===== src/rtl/rand_pkg.sv =====
`default_nettype none
// ============================================================================
// Module      : rand_pkg
// Description : Shared types and default constants for the range sampler.
// Revision    : 1.0 - initial release
// ============================================================================
package rand_pkg;

    // Sampler FSM states
    typedef enum logic [1:0] {
        IDLE   = 2'd0,
        SAMPLE = 2'd1,
        RESP   = 2'd2
    } state_t;

    // Default retry budget and tries-counter width
    localparam int c_MAX_TRIES_DEF = 8;
    localparam int c_TRY_W_DEF     = 8;

endpackage
`default_nettype wire


===== src/rtl/range_mask.sv =====
`default_nettype none
// ============================================================================
// Module      : range_mask
// Description : Combinational mask generator. Produces the smallest all-ones
//               value (2^k - 1) that covers bound-1; zero for bound <= 1.
// Revision    : 1.0 - initial release
// ============================================================================
module range_mask #(
    parameter int DATA_W = 32
) (
    input  logic [DATA_W-1:0] bound,
    output logic [DATA_W-1:0] mask
);

    localparam int c_STAGES = $clog2(DATA_W);

    // Each stage ORs in a copy shifted by a doubling distance, so after
    // log2(DATA_W) stages every bit below the leading one is set.
    logic [DATA_W-1:0] w_smear [0:c_STAGES];

    assign w_smear[0] = bound - DATA_W'(1);

    for (genvar g = 0; g < c_STAGES; g++) begin : g_smear
        assign w_smear[g+1] = w_smear[g] | (w_smear[g] >> (1 << g));
    end

    // bound-1 underflows for bound 0, so degenerate bounds are forced to 0
    assign mask = (bound <= DATA_W'(1)) ? '0 : w_smear[c_STAGES];

endmodule
`default_nettype wire


===== src/rtl/rand_range_sampler.sv =====
`default_nettype none
// ============================================================================
// Module      : rand_range_sampler
// Description : Turns a free-running LFSR word stream into an unbiased integer
//               in [0, bound) using mask-and-reject sampling. After MAX_TRIES
//               rejections the last candidate is folded into range by one
//               subtraction, which bounds worst-case latency.
// Revision    : 1.0 - initial release
// ============================================================================
module rand_range_sampler
    import rand_pkg::*;
#(
    parameter int DATA_W    = 32,
    parameter int MAX_TRIES = c_MAX_TRIES_DEF,
    parameter int TRY_W     = c_TRY_W_DEF
) (
    input  logic              clk,
    input  logic              rst_n,
    input  logic [DATA_W-1:0] rnd_in,
    input  logic              req_valid,
    output logic              req_ready,
    input  logic [DATA_W-1:0] req_bound,
    output logic              rsp_valid,
    input  logic              rsp_ready,
    output logic [DATA_W-1:0] rsp_data,
    output logic [TRY_W-1:0]  rsp_tries,
    output logic              rsp_fallback
);

    state_t            r_state;
    logic [DATA_W-1:0] r_bound;
    logic [DATA_W-1:0] r_mask;
    logic [TRY_W-1:0]  r_try_cnt;
    logic [DATA_W-1:0] r_rsp_data;
    logic [TRY_W-1:0]  r_rsp_tries;
    logic              r_rsp_fallback;

    logic [DATA_W-1:0] w_mask;
    logic [DATA_W-1:0] w_cand;
    logic [TRY_W-1:0]  w_try_next;

    range_mask #(
        .DATA_W (DATA_W)
    ) u_range_mask (
        .bound (req_bound),
        .mask  (w_mask)
    );

    assign w_cand     = rnd_in & r_mask;
    assign w_try_next = r_try_cnt + TRY_W'(1);

    // Ready only while idle and out of reset
    assign req_ready    = (r_state == IDLE) && rst_n;
    assign rsp_valid    = (r_state == RESP);
    assign rsp_data     = r_rsp_data;
    assign rsp_tries    = r_rsp_tries;
    assign rsp_fallback = r_rsp_fallback;

    // Request capture, one sample per cycle, response hold until accepted
    always_ff @(posedge clk or negedge rst_n) begin
        if (!rst_n) begin
            r_state        <= IDLE;
            r_bound        <= '0;
            r_mask         <= '0;
            r_try_cnt      <= '0;
            r_rsp_data     <= '0;
            r_rsp_tries    <= '0;
            r_rsp_fallback <= 1'b0;
        end else begin
            case (r_state)
                IDLE: begin
                    if (req_valid) begin
                        r_bound   <= req_bound;
                        r_mask    <= w_mask;
                        r_try_cnt <= '0;
                        r_state   <= SAMPLE;
                    end
                end
                SAMPLE: begin
                    if (r_bound <= DATA_W'(1)) begin
                        // Only 0 is a legal result; no randomness consumed
                        r_rsp_data     <= '0;
                        r_rsp_tries    <= TRY_W'(1);
                        r_rsp_fallback <= 1'b0;
                        r_state        <= RESP;
                    end else if (w_cand < r_bound) begin
                        r_rsp_data     <= w_cand;
                        r_rsp_tries    <= w_try_next;
                        r_rsp_fallback <= 1'b0;
                        r_state        <= RESP;
                    end else if (w_try_next == TRY_W'(MAX_TRIES)) begin
                        // mask < 2*bound, so one subtraction lands in range
                        r_rsp_data     <= w_cand - r_bound;
                        r_rsp_tries    <= TRY_W'(MAX_TRIES);
                        r_rsp_fallback <= 1'b1;
                        r_state        <= RESP;
                    end else begin
                        r_try_cnt <= w_try_next;
                    end
                end
                RESP: begin
                    if (rsp_ready) begin
                        r_state <= IDLE;
                    end
                end
                default: r_state <= IDLE;
            endcase
        end
    end

endmodule
`default_nettype wire


===== config.mk =====
export PLATFORM = sky130hd
export DESIGN_NAME = rand_range_sampler
export DESIGN_NICKNAME = d
export VERILOG_FILES = /design/src/rtl/rand_pkg.sv /design/src/rtl/range_mask.sv /design/src/rtl/rand_range_sampler.sv
export SDC_FILE = /design/constraint.sdc
export NUM_CORES = 1
export LEC_CHECK = 0
export CAP_MARGIN = 10
export CORE_MARGIN = 3
export CORE_UTILIZATION = 45
export CTS_CLUSTER_SIZE = 24
export DETAILED_ROUTE_END_ITERATION = 10
export GPL_ROUTABILITY_DRIVEN = 1
export HOLD_SLACK_MARGIN = 0.06
export MAX_ROUTING_LAYER = met4
export PLACE_DENSITY = 0.68
export SLEW_MARGIN = 20
export SYNTH_ARGS = -nofsm -noshare
export SYNTH_HDL_FRONTEND = slang
export SYNTH_SLANG_ARGS = --single-unit

===== constraint.sdc =====
create_clock -name clk -period 5.96 [get_ports clk]
set_input_delay 1.192 -clock clk [delete_from_list [all_inputs] [get_ports clk]]
set_output_delay 1.192 -clock clk [all_outputs]
set_load 0.02 [all_outputs]

==> results_dict.tcl, run 1 <==
set metrics [dict create \
    power_frac_clock_pct 19.9 \
    async_flop_share_pct 100 \
    met3_length_um 1120 \
    highest_layer "met4" \
    r2r_cells 13 \
    syn_avg_cell_area_um2 8.40 \
    p_comb_share_pct 55.0 \
    gp_congestion 0.956 \
    n_fill_cell 1575 \
    start_kind "primary input" \
    worstSetupEndpointType "register" \
    fin_ws_ns 1.36 \
    power_switching_mw 2.28 \
    hold_buffers 0 \
    worstSkewPairLatency_ns 0.43 \
    grt_pass1_vias 6999 \
    initial_core_util_pct 46.3 \
    min_to "rsp_tries[1]$_DFFE_PN0P_" \
    wl_per_cell_um 17.4 \
    status "complete, no violations" \
    firstDrtPassIters 7 \
    dp_hpwl_um 17200 \
    worstPathRequired_ns 6.27 \
    ys_seq_elements 115 \
    cts_tree "yes" \
    relSlewSlack_pct 40.0 \
    skew_ns 0.0105 \
    numCtsBuffers 17 \
    drt_iter0_markers 623 \
    grt_use_total_pct 24.0 \
    r2r-start "r_mask[0]$_DFFE_PN0P_" \
    critPathMaxFanout 35 \
    core_area_um2 17400 \
    grt_antenna_before_repair 0 \
    postRouteAntennaNets 0 \
    intPower_mw 3.10 \
    seqPwrFrac_pct 25.2 \
    peakVddDrop_v 0.000276 \
    die_y_um 140 \
    syn_to_final_growth_pct 23.8 \
    cts.path.max_buffers 2 \
    rsz0062_at_grt "false" \
    netlist_top_cells_count "115 x dfrtp_1, 100 x nand2_1, 73 x a21oi_1, 72 x nor2_1, 61 x o21ai_0" \
    fin_crit_ns 4.60 \
    drive_above_1_share_pct 8.27 \
    dieArea_um2 19600 \
    p_sw_share_pct 42.4 \
    slew_violations 0 \
    synth_edf_count 0 \
    hp-class "register to register" \
    wl_met1_um 11100 \
    diodes 0 \
    yosysWarnings 0 \
    setup_viol 0 \
    hold_path_depth 2 \
    cts.repair.resized 0 \
    clk_pin_slew_ns 0.05 \
    routed_via_density 5.77 \
    final_util_pct 57.4 \
    cp.arrival_ns 4.91 \
    synth.net_count 1066 \
    grt_max_degree 84 \
    drc_errors 0 \
    post_cts_buffers 0 \
    synthTopCellsByArea "dfrtp_1 36%, ha_1 5.6%, nand2_1 4.7%, a21oi_1 4.5%, o21ai_0 3.8%" \
    grt_pass1_wl_um 37000 \
    fin_nets 1157 \
    synth_ff_type "dfrtp_1" \
    yosysTopAreaCell "dfrtp_1" \
    htreeDepth 4 \
    power_density_nw_per_um2 538 \
    synth.most_common_cell "dfrtp_1" \
    syn_area_um2 8070 \
    yosysUniqueCellTypes 63 \
    place_ws_ns 0.903 \
    cts.sinks 115 \
    ys_seq_area_share_pct 35.7 \
    grt_overflow 0 \
    syn_inst 961 \
    dieWidth_um 140 \
    drt-total-wl_um 22500 \
    vias 7437 \
    reg2reg_to "rsp_data[1]$_DFFE_PN0P_" \
    p_leak_nw 4.26 \
    pin_count 111 \
    num_rows 48 \
    critical_path_class "primary input to register" \
    fin_setup_tns_ns 0 \
    timing.fmax_mhz 217 \
    yosys.area.top_type_share_pct 35.7 \
    hold_violations 0 \
    worst_slew_pin_slew_ns 0.900 \
    port_buffers 110 \
    met2_length_um 9810 \
    fin_crit_sh_pct 77.2 \
    hold_start "rsp_tries[1]$_DFFE_PN0P_" \
    reg2reg_slack_ns 2.12 \
    cts.root.buffer_cell "clkbuf_16" \
    maxCapViolCount 0 \
]
[critical path, stage by stage]
cell and delay (ns):
clkdlybuf4s50_1 0.42, nand2_1 0.07, ha_1 0.16, inv_1 0.06, fa_1 0.40, a21oi_1 0.21, a2bb2oi_1 0.23, a21oi_1 0.19
a311oi_1 0.49, o31ai_1 0.23, a21oi_2 0.45, buf_12 0.25, mux2_2 0.35, a22o_1 0.19
[power groups by stage]
stage          clock network, mW  registers (mW)  logic, mW
5_1_grt                     1.12            1.40       3.28
4_1_cts                     1.08            1.35       2.94
3_3_place_gp                   0            1.35       2.91
2_1_floorplan                  0            1.39       2.03
3_5_place_dp                   0            1.36       2.92
6_report                    1.07            1.35       2.96
[stage by stage]
stage	std cells	hold WS, ns	power (mW)	cell area, um^2
2_1_floorplan	961	0.430	3.42	8070
3_3_place_gp	1258	0.447	4.26	9370
3_5_place_dp	1258	0.459	4.28	9370
4_1_cts	1289	0.472	5.37	9990
5_1_grt	1289	0.489	5.80	9990
6_report	1289	0.467	5.38	9990
[cell usage in the layout (no fill, tap or decap), types with 17 or more instances in the layout]
cell type,n
ha_1,36
nor3_1,27
o21ai_0,61
clkdlybuf4s50_1,109
a22o_1,32
inv_1,49
nand3_1,38
nor2_1,72
dfrtp_1,115
a31oi_1,17
a21o_1,23
xor2_1,18
and2_1,34
xnor2_1,32
a21oi_1,72
mux2_2,24
nand2_1,99
clkbuf_16,17
nor4_1,21
[sequential cells by signal (all words and copies together), names as in the netlist]
| register | cells |
|---|---|
| rsp_data | 32 |
| r_try_cnt | 8 |
| r_bound | 32 |
| r_mask | 32 |
| r_state | 2 |
| rsp_tries | 8 |
| rsp_fallback | 1 |
[cell type report]
class                      count  area (um^2)  share of cell area [%]
timing repair buffer         123         1210                    12.1
clock inverter                 8          124                    1.24
sequential                   115         2880                    28.8
inverter                      49          184                    1.84
multi-input combinational    746         4820                    48.2
clock buffer                  23          498                    4.98
tap                          225          282                    2.82
[worst max-delay path by stage]
stage | startpoint | end | slack [ns] | cells past startpoint
finish | rnd_in[0] | rsp_data[1]$_DFFE_PN0P_ | 1.36 | 14
global route | rnd_in[0] | rsp_data[1]$_DFFE_PN0P_ | 1.06 | 14
CTS | rnd_in[0] | rsp_data[1]$_DFFE_PN0P_ | 1.37 | 14
detailed placement | rnd_in[0] | rsp_data[1]$_DFFE_PN0P_ | 0.90 | 14
floorplan | rnd_in[0] | rsp_data[0]$_DFFE_PN0P_ | 1.69 | 14
global placement | rnd_in[0] | rsp_data[1]$_DFFE_PN0P_ | 1.01 | 14
[metal layers]
metal	up-vias	GRT usage, %
met4	0	7.90
met2	228	34.0
li1	3675	-
met3	31	3.65
met5	-	-
met1	3503	35.3
[cells by family (layout without fill, tap and decap cells)]
logic type | Yosys count | in the layout | synth area share (%)
compound gates | 282 | 282 | 22.9
xor+xnor | 50 | 50 | 5.43
fa+ha+maj | 37 | 37 | 5.83
buf+inv | 100 | 203 | 4.82
flops | 115 | 115 | 35.7
mux | 24 | 24 | 3.35
simple gates | 353 | 353 | 22.0
(Power assumes the default switching activity.)
==> inputs of run 2 (changes only) <==
==> constraint.sdc (replaced) <==
create_clock -name clk -period 4.8 [get_ports clk]
set_input_delay 0.96 -clock clk [delete_from_list [all_inputs] [get_ports clk]]
set_output_delay 0.96 -clock clk [all_outputs]
set_load 0.02 [all_outputs]
==> results_dict.tcl, run 2 (same netlist as run 1, synthesis figures left out) <==
set metrics [dict create \
    grt_pass1_vias 6975 \
    worstSetupEndpointType "register" \
    initial_core_util_pct 46.3 \
    start_kind "primary input" \
    cp.arrival_ns 4.45 \
    clk_pin_slew_ns 0.05 \
    drt-total-wl_um 23000 \
    routed_via_density 5.81 \
    critical_path_class "primary input to register" \
    post_cts_buffers 0 \
    grt_overflow 0 \
    cts.repair.resized 0 \
    dieArea_um2 19600 \
    r2r_cells 14 \
    rsz0062_at_grt "false" \
    worst_slew_pin_slew_ns 0.940 \
    fin_crit_ns 4.14 \
    power_density_nw_per_um2 663 \
    skew_ns 0.0112 \
    fin_hold_ws_ns 0.471 \
    gp_congestion 0.943 \
    fin_nets 1170 \
    slew_violations 0 \
    worstPathRequired_ns 5.11 \
    hp-class "register to register" \
    wl_per_cell_um 17.6 \
    cp_cell_sequence "clkdlybuf4s50_1 -> nand2_1 -> ha_1 -> inv_1 -> fa_1 -> a21oi_1 -> a2bb2oi_1 -> a21oi_1 -> a311oi_1 -> o31ai_1 -> a21oi_2 -> buf_4 -> buf_4 -> o21ai_0 -> a22o_1" \
    worstSkewPairLatency_ns 0.43 \
    dieWidth_um 140 \
    status "complete, no violations" \
    fin_crit_sh_pct 86.3 \
    core_area_um2 17400 \
    diodes 0 \
    cts.path.max_buffers 2 \
    cts.sinks 115 \
    critPathMaxFanout 16 \
    p_total_mw 6.66 \
    hold_buffers 0 \
    numCtsBuffers 17 \
    layout_commonest_cell "dfrtp_1" \
    grt_pass1_wl_um 36900 \
    grt_use_total_pct 24.2 \
    cts.root.buffer_cell "clkbuf_16" \
    maxCapViolCount 0 \
    drive_above_1_share_pct 9.55 \
    reg2reg_to "rsp_data[7]$_DFFE_PN0P_" \
    reg2reg_slack_ns 1.18 \
    postRouteAntennaNets 0 \
    drt_iter0_markers 632 \
    relSlewSlack_pct 37.0 \
    crit_path_end "rsp_data[7]$_DFFE_PN0P_" \
    dp_hpwl_um 17700 \
    die_y_um 140 \
    fin_setup_tns_ns 0 \
    layout_common_cells "115 x dfrtp_1, 109 x clkdlybuf4s50_1, 99 x nand2_1" \
    syn_to_final_growth_pct 24.4 \
    vias 7565 \
    cts_tree "yes" \
    cpPeakStageDelay_ns 0.51 \
    num_rows 48 \
    port_buffers 110 \
    pin_count 111 \
    peakVddDrop_v 0.000319 \
    grt_antenna_before_repair 0 \
    drc_errors 0 \
    critical-path-slowest-cell "a311oi_1" \
    crit_start "rnd_in[0]" \
    r2r-start "r_mask[0]$_DFFE_PN0P_" \
    p_leak_nw 4.30 \
    hold_violations 0 \
    htreeDepth 4 \
    firstDrtPassIters 5 \
    timing.fmax_mhz 241 \
    setup_viol 0 \
    grt_max_degree 85 \
]
==> run 2: changes by cell type in the layout (fill, tap and decap cells not counted) <==
cell        before  now
buf_4           13   27
clkbuf_8         5    2
bufinv_16        3    2
clkinv_2         2    5
inv_6            0    1
clkbuf_1         1    0
clkinv_4         1    2
clkinvlp_4       2    3
buf_12           1    0
==> run 2: worst max-delay path: cells and delay by family <==
family,cells,cell delay [ns]
fa+ha+maj,2,0.54
compound gates,8,1.93
simple gates,1,0.08
buf+inv,4,0.92
==> run 2: stage by stage <==
step                      setup slack [ns]  std cells  cell area (um^2)  utilization [%]
after floorplan                      0.761        961              8070                -
after global placement               0.301       1271              9450             54.3
after detailed placement             0.231       1271              9450             54.3
after CTS                            0.684       1303             10000             57.6
after global routing                 0.312       1303             10000             57.6
final                                0.656       1303             10000             57.6
==> run 2: how the worst min path moves through the flow <==
stage,endpoint,cells past startpoint,startpoint
6_report,rsp_tries[1]$_DFFE_PN0P_,2,rsp_tries[1]$_DFFE_PN0P_
5_1_grt,rsp_tries[1]$_DFFE_PN0P_,2,rsp_tries[1]$_DFFE_PN0P_
4_1_cts,rsp_tries[1]$_DFFE_PN0P_,2,rsp_tries[1]$_DFFE_PN0P_
3_5_place_dp,rsp_tries[1]$_DFFE_PN0P_,2,rsp_tries[1]$_DFFE_PN0P_
3_3_place_gp,r_mask[16]$_DFFE_PN0P_,2,r_mask[16]$_DFFE_PN0P_
2_1_floorplan,r_mask[9]$_DFFE_PN0P_,2,r_mask[9]$_DFFE_PN0P_
==> run 2: cell type report <==
type	instances	area, um^2
clock buffers	19	453
well taps	225	282
flip-flops and latches	115	2880
fillers	1586	7380
clock inverters	13	134
inverters	49	184
multi-input cells	746	4820
repair buffers	136	1290
==> run 2: where the power goes <==
| part | leakage, nW | internal, mW | switching, mW |
|---|---|---|---|
| Combinational | 2.63 | 1.62 | 2.10 |
| Clock | 0.285 | 0.787 | 0.462 |
| Sequential | 1.39 | 1.38 | 0.310 |
==> run 2: routing by layer <==
metal,routed length (um),part of all wire [%],global-route usage [%]
met1,11000,48,35.2
met2,10400,45,35.1
met4,349,1.5,6.83
met3,1190,5.2,3.89
met5,0,0,-
